===== src/rtl/tone_pkg.sv =====
// Shared definitions for the buzzer tone generator: note/octave codes,
// mid-octave pitch table (centi-hertz) and the FSM state type.
package tone_pkg;

  localparam logic [3:0] NOTE_REST = 4'd0;
  localparam logic [3:0] NOTE_DO   = 4'd1;
  localparam logic [3:0] NOTE_RE   = 4'd2;
  localparam logic [3:0] NOTE_MI   = 4'd3;
  localparam logic [3:0] NOTE_FA   = 4'd4;
  localparam logic [3:0] NOTE_SOL  = 4'd5;
  localparam logic [3:0] NOTE_LA   = 4'd6;
  localparam logic [3:0] NOTE_SI   = 4'd7;
  localparam logic [3:0] NOTE_END  = 4'd15;

  localparam logic [1:0] OCT_LOW  = 2'd0;
  localparam logic [1:0] OCT_MID  = 2'd1;
  localparam logic [1:0] OCT_HIGH = 2'd2;
  localparam logic [1:0] OCT_ALT  = 2'd3;

  // Entry 0 is the rest slot and carries no pitch.
  localparam logic [7:0][15:0] F_CHZ = {
    16'd49388, 16'd44000, 16'd39200, 16'd34923,
    16'd32963, 16'd29366, 16'd26163, 16'd0
  };

  typedef enum logic [1:0] {
    IDLE = 2'd0,
    GAP  = 2'd1,
    TONE = 2'd2
  } state_e;

  function automatic logic is_note(input logic [3:0] note);
    return (note >= NOTE_DO) && (note <= NOTE_SI);
  endfunction

  function automatic logic [63:0] half_period(input logic [63:0] clk_hz, input logic [2:0] idx);
    logic [63:0] f_chz;
    f_chz = {48'd0, F_CHZ[idx]};
    if (f_chz == 64'd0) begin
      return 64'd0;
    end else begin
      return (clk_hz * 64'd50) / f_chz;
    end
  endfunction

endpackage


===== src/rtl/note_period_lut.sv =====
// Combinational half-period lookup: (note, octave) -> clock cycles per half
// period, zero for any code that does not sound.
module note_period_lut
  import tone_pkg::*;
#(
  parameter int unsigned CLK_HZ = 100000000,
  parameter int unsigned CNT_W  = 20
) (
  input  logic [3:0]       note,
  input  logic [1:0]       oct,
  output logic [CNT_W-1:0] hp
);

  localparam logic [CNT_W-1:0] HP_MID [8] = '{
    CNT_W'(half_period(64'(CLK_HZ), 3'd0)),
    CNT_W'(half_period(64'(CLK_HZ), 3'd1)),
    CNT_W'(half_period(64'(CLK_HZ), 3'd2)),
    CNT_W'(half_period(64'(CLK_HZ), 3'd3)),
    CNT_W'(half_period(64'(CLK_HZ), 3'd4)),
    CNT_W'(half_period(64'(CLK_HZ), 3'd5)),
    CNT_W'(half_period(64'(CLK_HZ), 3'd6)),
    CNT_W'(half_period(64'(CLK_HZ), 3'd7))
  };

  logic [CNT_W-1:0] hp_mid_s;
  logic [CNT_W-1:0] hp_oct_s;

  // Scale the mid-octave entry by octave and blank non-sounding codes.
  always_comb begin
    hp_mid_s = HP_MID[note[2:0]];
    case (oct)
      OCT_LOW:  hp_oct_s = {hp_mid_s[CNT_W-2:0], 1'b0};
      OCT_HIGH: hp_oct_s = {1'b0, hp_mid_s[CNT_W-1:1]};
      default:  hp_oct_s = hp_mid_s;
    endcase
    if (is_note(note)) begin
      hp = hp_oct_s;
    end else begin
      hp = {CNT_W{1'b0}};
    end
  end

endmodule


===== src/rtl/buzzer_tone_gen.sv =====
// Square-wave buzzer driver: IDLE/GAP/TONE FSM with a silent articulation
// gap on every note or octave change.
module buzzer_tone_gen
  import tone_pkg::*;
#(
  parameter int unsigned CLK_HZ     = 100000000,
  parameter int unsigned GAP_CYCLES = 2000000,
  parameter int unsigned CNT_W      = 20
) (
  input  logic       clk,
  input  logic       reset,
  input  logic       enable,
  input  logic [3:0] note_in,
  input  logic [1:0] octave_in,
  output logic       buzzer,
  output logic       active
);

  // The shared counter must also hold the gap length, which can exceed CNT_W.
  localparam int unsigned GAP_W    = $clog2(GAP_CYCLES + 1);
  localparam int unsigned CW       = (GAP_W > CNT_W) ? GAP_W : CNT_W;
  localparam logic [CW-1:0] CNT_ONE  = CW'(1);
  localparam logic [CW-1:0] CNT_ZERO = {CW{1'b0}};
  localparam logic [CW-1:0] GAP_LAST = (GAP_CYCLES == 0) ? {CW{1'b0}} : CW'(GAP_CYCLES - 1);
  localparam state_e ENTRY_STATE     = (GAP_CYCLES == 0) ? TONE : GAP;

  state_e           state_q, state_d;
  logic [CW-1:0]    cnt_q, cnt_d;
  logic             buzzer_q, buzzer_d;
  logic             active_q, active_d;
  logic [3:0]       note_q;
  logic [1:0]       oct_q;

  logic [CNT_W-1:0] hp_s;
  logic [CW-1:0]    hp_last_s;
  logic             change_s;
  logic             new_sounding_s;
  logic             held_sounding_s;

  note_period_lut #(
    .CLK_HZ (CLK_HZ),
    .CNT_W  (CNT_W)
  ) u_lut (
    .note (note_q),
    .oct  (oct_q),
    .hp   (hp_s)
  );

  assign hp_last_s       = CW'(hp_s) - CNT_ONE;
  assign change_s        = {note_in, octave_in} != {note_q, oct_q};
  assign new_sounding_s  = enable && is_note(note_in);
  assign held_sounding_s = enable && is_note(note_q);

  // Next-state logic; mute overrides everything, then change detection.
  always_comb begin
    state_d  = state_q;
    cnt_d    = cnt_q;
    buzzer_d = buzzer_q;
    if (!enable) begin
      state_d  = IDLE;
      cnt_d    = CNT_ZERO;
      buzzer_d = 1'b0;
    end else begin
      case (state_q)
        IDLE: begin
          cnt_d    = CNT_ZERO;
          buzzer_d = 1'b0;
          if (change_s) begin
            state_d = new_sounding_s ? ENTRY_STATE : IDLE;
          end else if (held_sounding_s) begin
            state_d = TONE;
          end else begin
            state_d = IDLE;
          end
        end
        GAP: begin
          buzzer_d = 1'b0;
          if (change_s) begin
            cnt_d   = CNT_ZERO;
            state_d = GAP;
          end else if (cnt_q >= GAP_LAST) begin
            cnt_d   = CNT_ZERO;
            state_d = held_sounding_s ? TONE : IDLE;
          end else begin
            cnt_d   = cnt_q + CNT_ONE;
            state_d = GAP;
          end
        end
        TONE: begin
          if (change_s) begin
            cnt_d    = CNT_ZERO;
            buzzer_d = 1'b0;
            state_d  = new_sounding_s ? ENTRY_STATE : IDLE;
          end else if (!held_sounding_s) begin
            cnt_d    = CNT_ZERO;
            buzzer_d = 1'b0;
            state_d  = IDLE;
          end else if (cnt_q >= hp_last_s) begin
            cnt_d    = CNT_ZERO;
            buzzer_d = ~buzzer_q;
            state_d  = TONE;
          end else begin
            cnt_d    = cnt_q + CNT_ONE;
            state_d  = TONE;
          end
        end
        default: begin
          state_d  = IDLE;
          cnt_d    = CNT_ZERO;
          buzzer_d = 1'b0;
        end
      endcase
    end
    active_d = (state_d == TONE);
  end

  // State, counter, registered outputs and input capture.
  always_ff @(posedge clk) begin
    if (reset) begin
      state_q  <= IDLE;
      cnt_q    <= CNT_ZERO;
      buzzer_q <= 1'b0;
      active_q <= 1'b0;
      note_q   <= NOTE_REST;
      oct_q    <= OCT_LOW;
    end else begin
      state_q  <= state_d;
      cnt_q    <= cnt_d;
      buzzer_q <= buzzer_d;
      active_q <= active_d;
      note_q   <= note_in;
      oct_q    <= octave_in;
    end
  end

  assign buzzer = buzzer_q;
  assign active = active_q;

endmodule


===== config.mk =====
export PLATFORM = sky130hd
export DESIGN_NAME = buzzer_tone_gen
export DESIGN_NICKNAME = d
export VERILOG_FILES = /design/src/rtl/tone_pkg.sv /design/src/rtl/note_period_lut.sv /design/src/rtl/buzzer_tone_gen.sv
export SDC_FILE = /design/constraint.sdc
export NUM_CORES = 1
export LEC_CHECK = 0
export ABC_AREA = 0
export BUFFER_PORTS_ARGS = -buffer_cell sky130_fd_sc_hd__buf_2
export CAP_MARGIN = 15
export CELL_PAD_IN_SITES_DETAIL_PLACEMENT = 0
export CELL_PAD_IN_SITES_GLOBAL_PLACEMENT = 1
export CORE_ASPECT_RATIO = 1.4
export CORE_MARGIN = 2
export CORE_UTILIZATION = 43
export CTS_CLUSTER_SIZE = 12
export DETAILED_ROUTE_END_ITERATION = 8
export PLACE_DENSITY = 0.74
export SYNTH_ARGS = -nofsm -noshare
export SYNTH_HDL_FRONTEND = slang
export SYNTH_SLANG_ARGS = --single-unit

===== constraint.sdc =====
create_clock -name clk -period 4.1 [get_ports clk]
set_clock_uncertainty 0.15 [all_clocks]
set_input_delay 0 -clock clk [delete_from_list [all_inputs] [get_ports clk]]
set_output_delay 0 -clock clk [all_outputs]
set_load 0.02 [all_outputs]

; ---- After elaboration in Yosys (flattened, before gate mapping)
; Memories as Yosys holds them, arrays and structs flattened.
; Cells that the tools add are included.
[word_totals]
inputBits = 9
romBits = 160
mem_count = 1
reg_bits = 31
[op_classes]
n_reduce_logical = 9
n_lt_le_gt_ge = 7
mux = 17
bitwise = 5
eq_ne = 5
add_sub_neg = 2
[memory_table]
columns = name, words, width, read_ports, rd_ports_with_merged_regs, wr, line
row1 = (name not given), 8, 20, 1, 0, 0, note_period_lut.sv:30  ; hp_mid_s = HP_MID[note[2:0]];
[op_table]
columns = op, count
row1 = $mux 21, 5
row2 = $mux 20, 3
row3 = $pmux 21 s2, 1
row4 = $pmux 20 s2, 1
row5 = $add 21x1->21 const B, 1
row6 = $ge 21x21->1, 1
row7 = $ge 21x21->1 const B, 1
row8 = $sub 20x1->21 const B, 1
row9 = $mux 2, 5
row10 = $ge 4x1->1 const B, 2
row11 = $le 4x3->1 const B, 2
row12 = $eq 2x2->1 const B, 3
row13 = $ne 6x6->1, 1
row14 = $reduce_or 5->1, 1
row15 = $ge 4x4->1 const B, 1
row16 = $logic_and 1x1->1, 4
row17 = $logic_not 2->1, 2
row18 = $not 1->1, 4
row19 = $not 3->4, 1
row20 = $pmux 2 s2, 1
row21 = $reduce_or 2->1, 2
row22 = $eq 2x1->1 const B, 1
row23 = $mux 1, 1

; ---- Logic depth before layout (Yosys ltp)
[depth]
word_depth = 12
ltp_mapped = 20
ltp_nobuf = 18

; ---- Modules after synthesis
; Synthesis repeated with hierarchy kept, for this count alone.
[hier_totals]
cells_unflattened = 386
hier_area_um2 = 3080.5
[modules_own_cells]
columns = module, area_each_um2, instances, cells_each
row1 = buzzer_tone_gen, 2229.6, 1, 264
row2 = note_period_lut, 850.8, 1, 122

; ---- Worst setup path before layout
; No wires, ideal clock.
[synth_path]
kind = register to register
from = register note_q[0]
to = register cnt_q[19]
n_path_buf = 2
setup_time_ns = 0.115
path_stages_with_launch = 20
synth_period_minus_slack_ns = 4.412
path_slack_ns = -0.312
arrival_ns = 4.147
cell_sequence = dfxtp_1 > clkinv_1 > ha_1 > buf_4 > mux2_1 > mux2i_1 > a311oi_1 > and4bb_4 > nand2b_1 > or4b_1 > xor2_1 > ha_1 > nand4_1 > or2_2 > nor2_1 > o31a_1 > a211oi_2 > o21bai_2 > buf_6 > nor2_1
[synth_via]
elab_chain_len = 12
word_cells_on_any_way = 18
classes_between = add/sub (1) / order compare (3) / eq/ne (1) / mux (9) / bitwise (1) / reduce/logical (2) / memory (1)
[synth_rtl]
columns = item, line
row1 = "start, declared", buzzer_tone_gen.sv:31  ; logic [3:0] note_q;
row2 = "start signal, assigned", buzzer_tone_gen.sv:131  ; note_q <= note_in;
row3 = $not 3->4 (not written as such), note_period_lut.sv:30
row4 = $mem_v2 8x20, --
row5 = $mux 20 (not written as such) (2 in series), note_period_lut.sv:30
row6 = $pmux 20 s2, note_period_lut.sv:31  ; case (oct)
row7 = $mux 20, note_period_lut.sv:36  ; if (is_note(note)) begin
row8 = $sub 20x1->21, buzzer_tone_gen.sv:49  ; assign hp_last_s = CW'(hp_s) - CNT_ONE;
row9 = $ge 21x21->1, buzzer_tone_gen.sv:98  ; end else if (cnt_q >= hp_last_s) begin
row10 = $mux 21, buzzer_tone_gen.sv:98
row11 = $mux 21, buzzer_tone_gen.sv:94  ; end else if (!held_sounding_s) begin
row12 = $mux 21, buzzer_tone_gen.sv:90  ; if (change_s) begin
row13 = $pmux 21 s2 *, buzzer_tone_gen.sv:64  ; case (state_q)
row14 = "end signal, assigned", buzzer_tone_gen.sv:128  ; cnt_q <= cnt_d;
row15 = "end, declared", buzzer_tone_gen.sv:28  ; logic [CW-1:0] cnt_q, cnt_d;
; Every way passes the cells marked *; elsewhere a longest branch is shown, timed or not. The select of a mux whose other input is x is not followed.
; A chain may end at the register's enable or synchronous reset.

; ---- Worst setup path after layout
[layout_path]
from = register note_q[1]
to = register cnt_q[2]
; The elaborated chain is that of the path after synthesis.

==> run metrics <==
status finished with violations; failing checks setup timing; post-synthesis sequential area ratio 0.198; setup tns final -0.0363 ns; slew of the pin with the lowest slew margin 0.400 ns; flip-flop and latch area roughly 630 µm²; drt drc 0; leakage between 1.5 and 2 nW; number of H-tree levels 2; Die Area roughly 8000 µm²; die height 105 µm; xor and xnor area share after synthesis 0.0893; Layout Area Growth over Synthesis 38.4%; Clock Tree Buf Depth 2; Post-Synth Adder-Cell Area 0.128; critical path required time slightly above 4 ns; worst skew pair latency 0.30 ns; Tot GR Track Use 0.233; CTS root buf clkbuf_8; Final GP Congestion a little over 0.8; Starting Density 0.446; synthesis-stage register bit count 31; total CTS buffers 5; Post-Synthesis Cells between 300 and 400; ANT nets after route 0; final worst path period need 4.11 ns; Simple-Gate Fraction of Synth Area 0.288; antenna cells 0; global-route wire length before repair about 15 mm; total gr overflow 0; Top FF cell, synth dfxtp_1; Routed Wire Length 9.27 mm; Relative slew margins 0.732; CP Capture Type flip-flop; Hold Fails Final Rpt 0; peak supply drop approximately 180 µV; initial antenna violation count 0; f_max 243 MHz; largest net degree at the start of global routing 20; wire per inst 16.0 µm; Post-DP HPWL ~7 mm; commonest non-fill, non-tap cells in the layout 80 x buf_4, 38 x nor2_1, 27 x nand2_1, 27 x dfxtp_1, 26 x ha_1; ys async rst share 0; Min-Delay Path Class primary input to flip-flop; Pre-antenna DRT Iters 4; NumNets Final 524; total of warnings raised by yosys 0; initial detailed-routing violation count 188; Core Rows 36; most common cell after layout, fill and taps aside buf_4; Reg clk slew, reported paths about 0.070 ns; largest family of logic cells by synthesized area simple AND/OR/NAND/NOR gates; Crit Path Max Fanout 8; mux share of post-synthesis cell area 0.0203; # fillers roughly 670; power density of the placed cells roughly 240 nW/µm²; Core Footprint around 7000 µm²; RSZ-0062 raised after global routing true; worst setup margin -0.0121 ns; detailed-route via count between 3k and 4k; clk sinks 31; crit path kind flip-flop to flip-flop; area of the multi-input gates approximately 2600 µm²; Vias/cell between 5 and 6; share of cells above drive strength 1 0.362; Synth Area in Compound Gates 0.213; I/O pin count 11; Net Count, Synth 429; number of enable flip-flop cells after synthesis 0; Die X-Extent roughly 76 µm; # port buffers 10; Slew Viols, Final 0; Syn Area/Cell ~8.1 µm²; Finished Core Util 0.618; Yosys cell types between 70 and 80; CP Launch Type flip-flop; Worst EP arrival slightly above 4 ns; Post-Syn Area 3140 µm²; Final setup viols 4; vias in the first global route roughly 3.1k; max-cap viol count 0; CTS tree built; fin crit share 1.00
## synthesized netlist by cell type (4+ instances only)
cell      instances  area share
a211oi_1          7       0.017
a21o_1           10       0.024
a21oi_1          28       0.045
a31oi_1           4      0.0080
and2_1            4      0.0080
buf_2             4      0.0064
buf_6             7       0.025
dfxtp_1          31        0.20
ha_1             32        0.13
inv_1             7      0.0084
nand2_1          27       0.032
nand2b_1          7       0.014
nand3_1          17       0.027
nand4_1          10       0.020
nor2_1           43       0.051
nor2b_1          17       0.034
nor3_1            7       0.011
o21a_1            4      0.0096
o21ai_0           9       0.014
or3_1             4      0.0080
xnor2_1          13       0.036
xor2_1           19       0.053
## final cells by class
cell class / count / area share
multi-input combinational: 330 / 0.600
timing repair buffer: 105 / 0.187
sequential: 31 / 0.145
tap: 95 / 0.0274
clock buffer: 7 / 0.0248
inverter: 10 / 0.0138
clock inverter: 1 / 0.00115
## metal layers
layer	global-route usage	routed length, µm
met4	0.0766	301
met2	0.439	4950
met1	0.271	3750
met5	0	0
met3	0.0285	270
## worst max-delay path, cell delays in order, from the launching register on
cell	delay (ns)
dfxtp_4	0.38
buf_4	0.14
ha_4	0.16
mux2_4	0.27
mux2i_4	0.16
a311oi_2	0.13
and4bb_4	0.39
nand2b_4	0.06
or4b_4	0.49
xor2_2	0.16
ha_1	0.29
nand4_1	0.10
or2_4	0.28
nor2_2	0.08
o31a_1	0.16
a211oi_2	0.08
buf_4	0.16
o21bai_4	0.27
nor2_1	0.08
## sequential cells by signal (all words and copies together), names as in the netlist
signal / cells
oct_q: 2
state_q: 2
buzzer: 1
note_q: 4
active: 1
cnt_q: 21
## path summary, 6_finish.rpt
path,slack [ns],endpoint,start,cells after the start
setup / recovery,-0.01,cnt_q[2],note_q[1],18
hold / removal,0.07,active,note_in[1],6
setup reg to reg,-0.01,cnt_q[2],note_q[1],18
hold reg to reg,0.35,cnt_q[0],cnt_q[0],1
## where the power goes
group	switching, mW	total [mW]	internal (mW)	leakage, nW
registers	0.00839	0.313	0.304	0.253
logic	0.205	0.428	0.224	1.51
clock network	0.130	0.302	0.172	0.0594
## what timing repair did
item,in CTS,in global routing
setup buffers,9,13
hold endpoints to repair,8,0
pin swaps,34,35
hold buffers,8,0
cloned,1,0
setup endpoints to repair,22,22
gates resized for setup,26,26
## metrics by stage
| step | setup WS (ns) | std cells | area (µm²) | power [mW] | hold WS (ns) |
|---|---|---|---|---|---|
| global route | -0.218 | 579 | 4340 | 1.10 | 0.110 |
| floorplan | 0.00358 | 388 | 3220 | 0.539 | -0.0881 |
| detailed placement | -0.341 | 540 | 3730 | 0.663 | 0.0926 |
| global placement | -0.251 | 540 | 3730 | 0.659 | 0.0894 |
| finish | -0.0121 | 579 | 4340 | 1.04 | 0.0729 |
| CTS | -0.0288 | 566 | 4120 | 1.01 | 0.0627 |
## cells by family after synthesis
group                      count (synthesis)
and+or+nand+nor                          167
AOI/OAI and AO/OA                         93
muxes                                      5
adders and majority gates                 32
buffers and inverters                     28
xor gates and xnor gates                  32
DFF                                       31
Note: power is estimated with default switching activity, not from simulation.
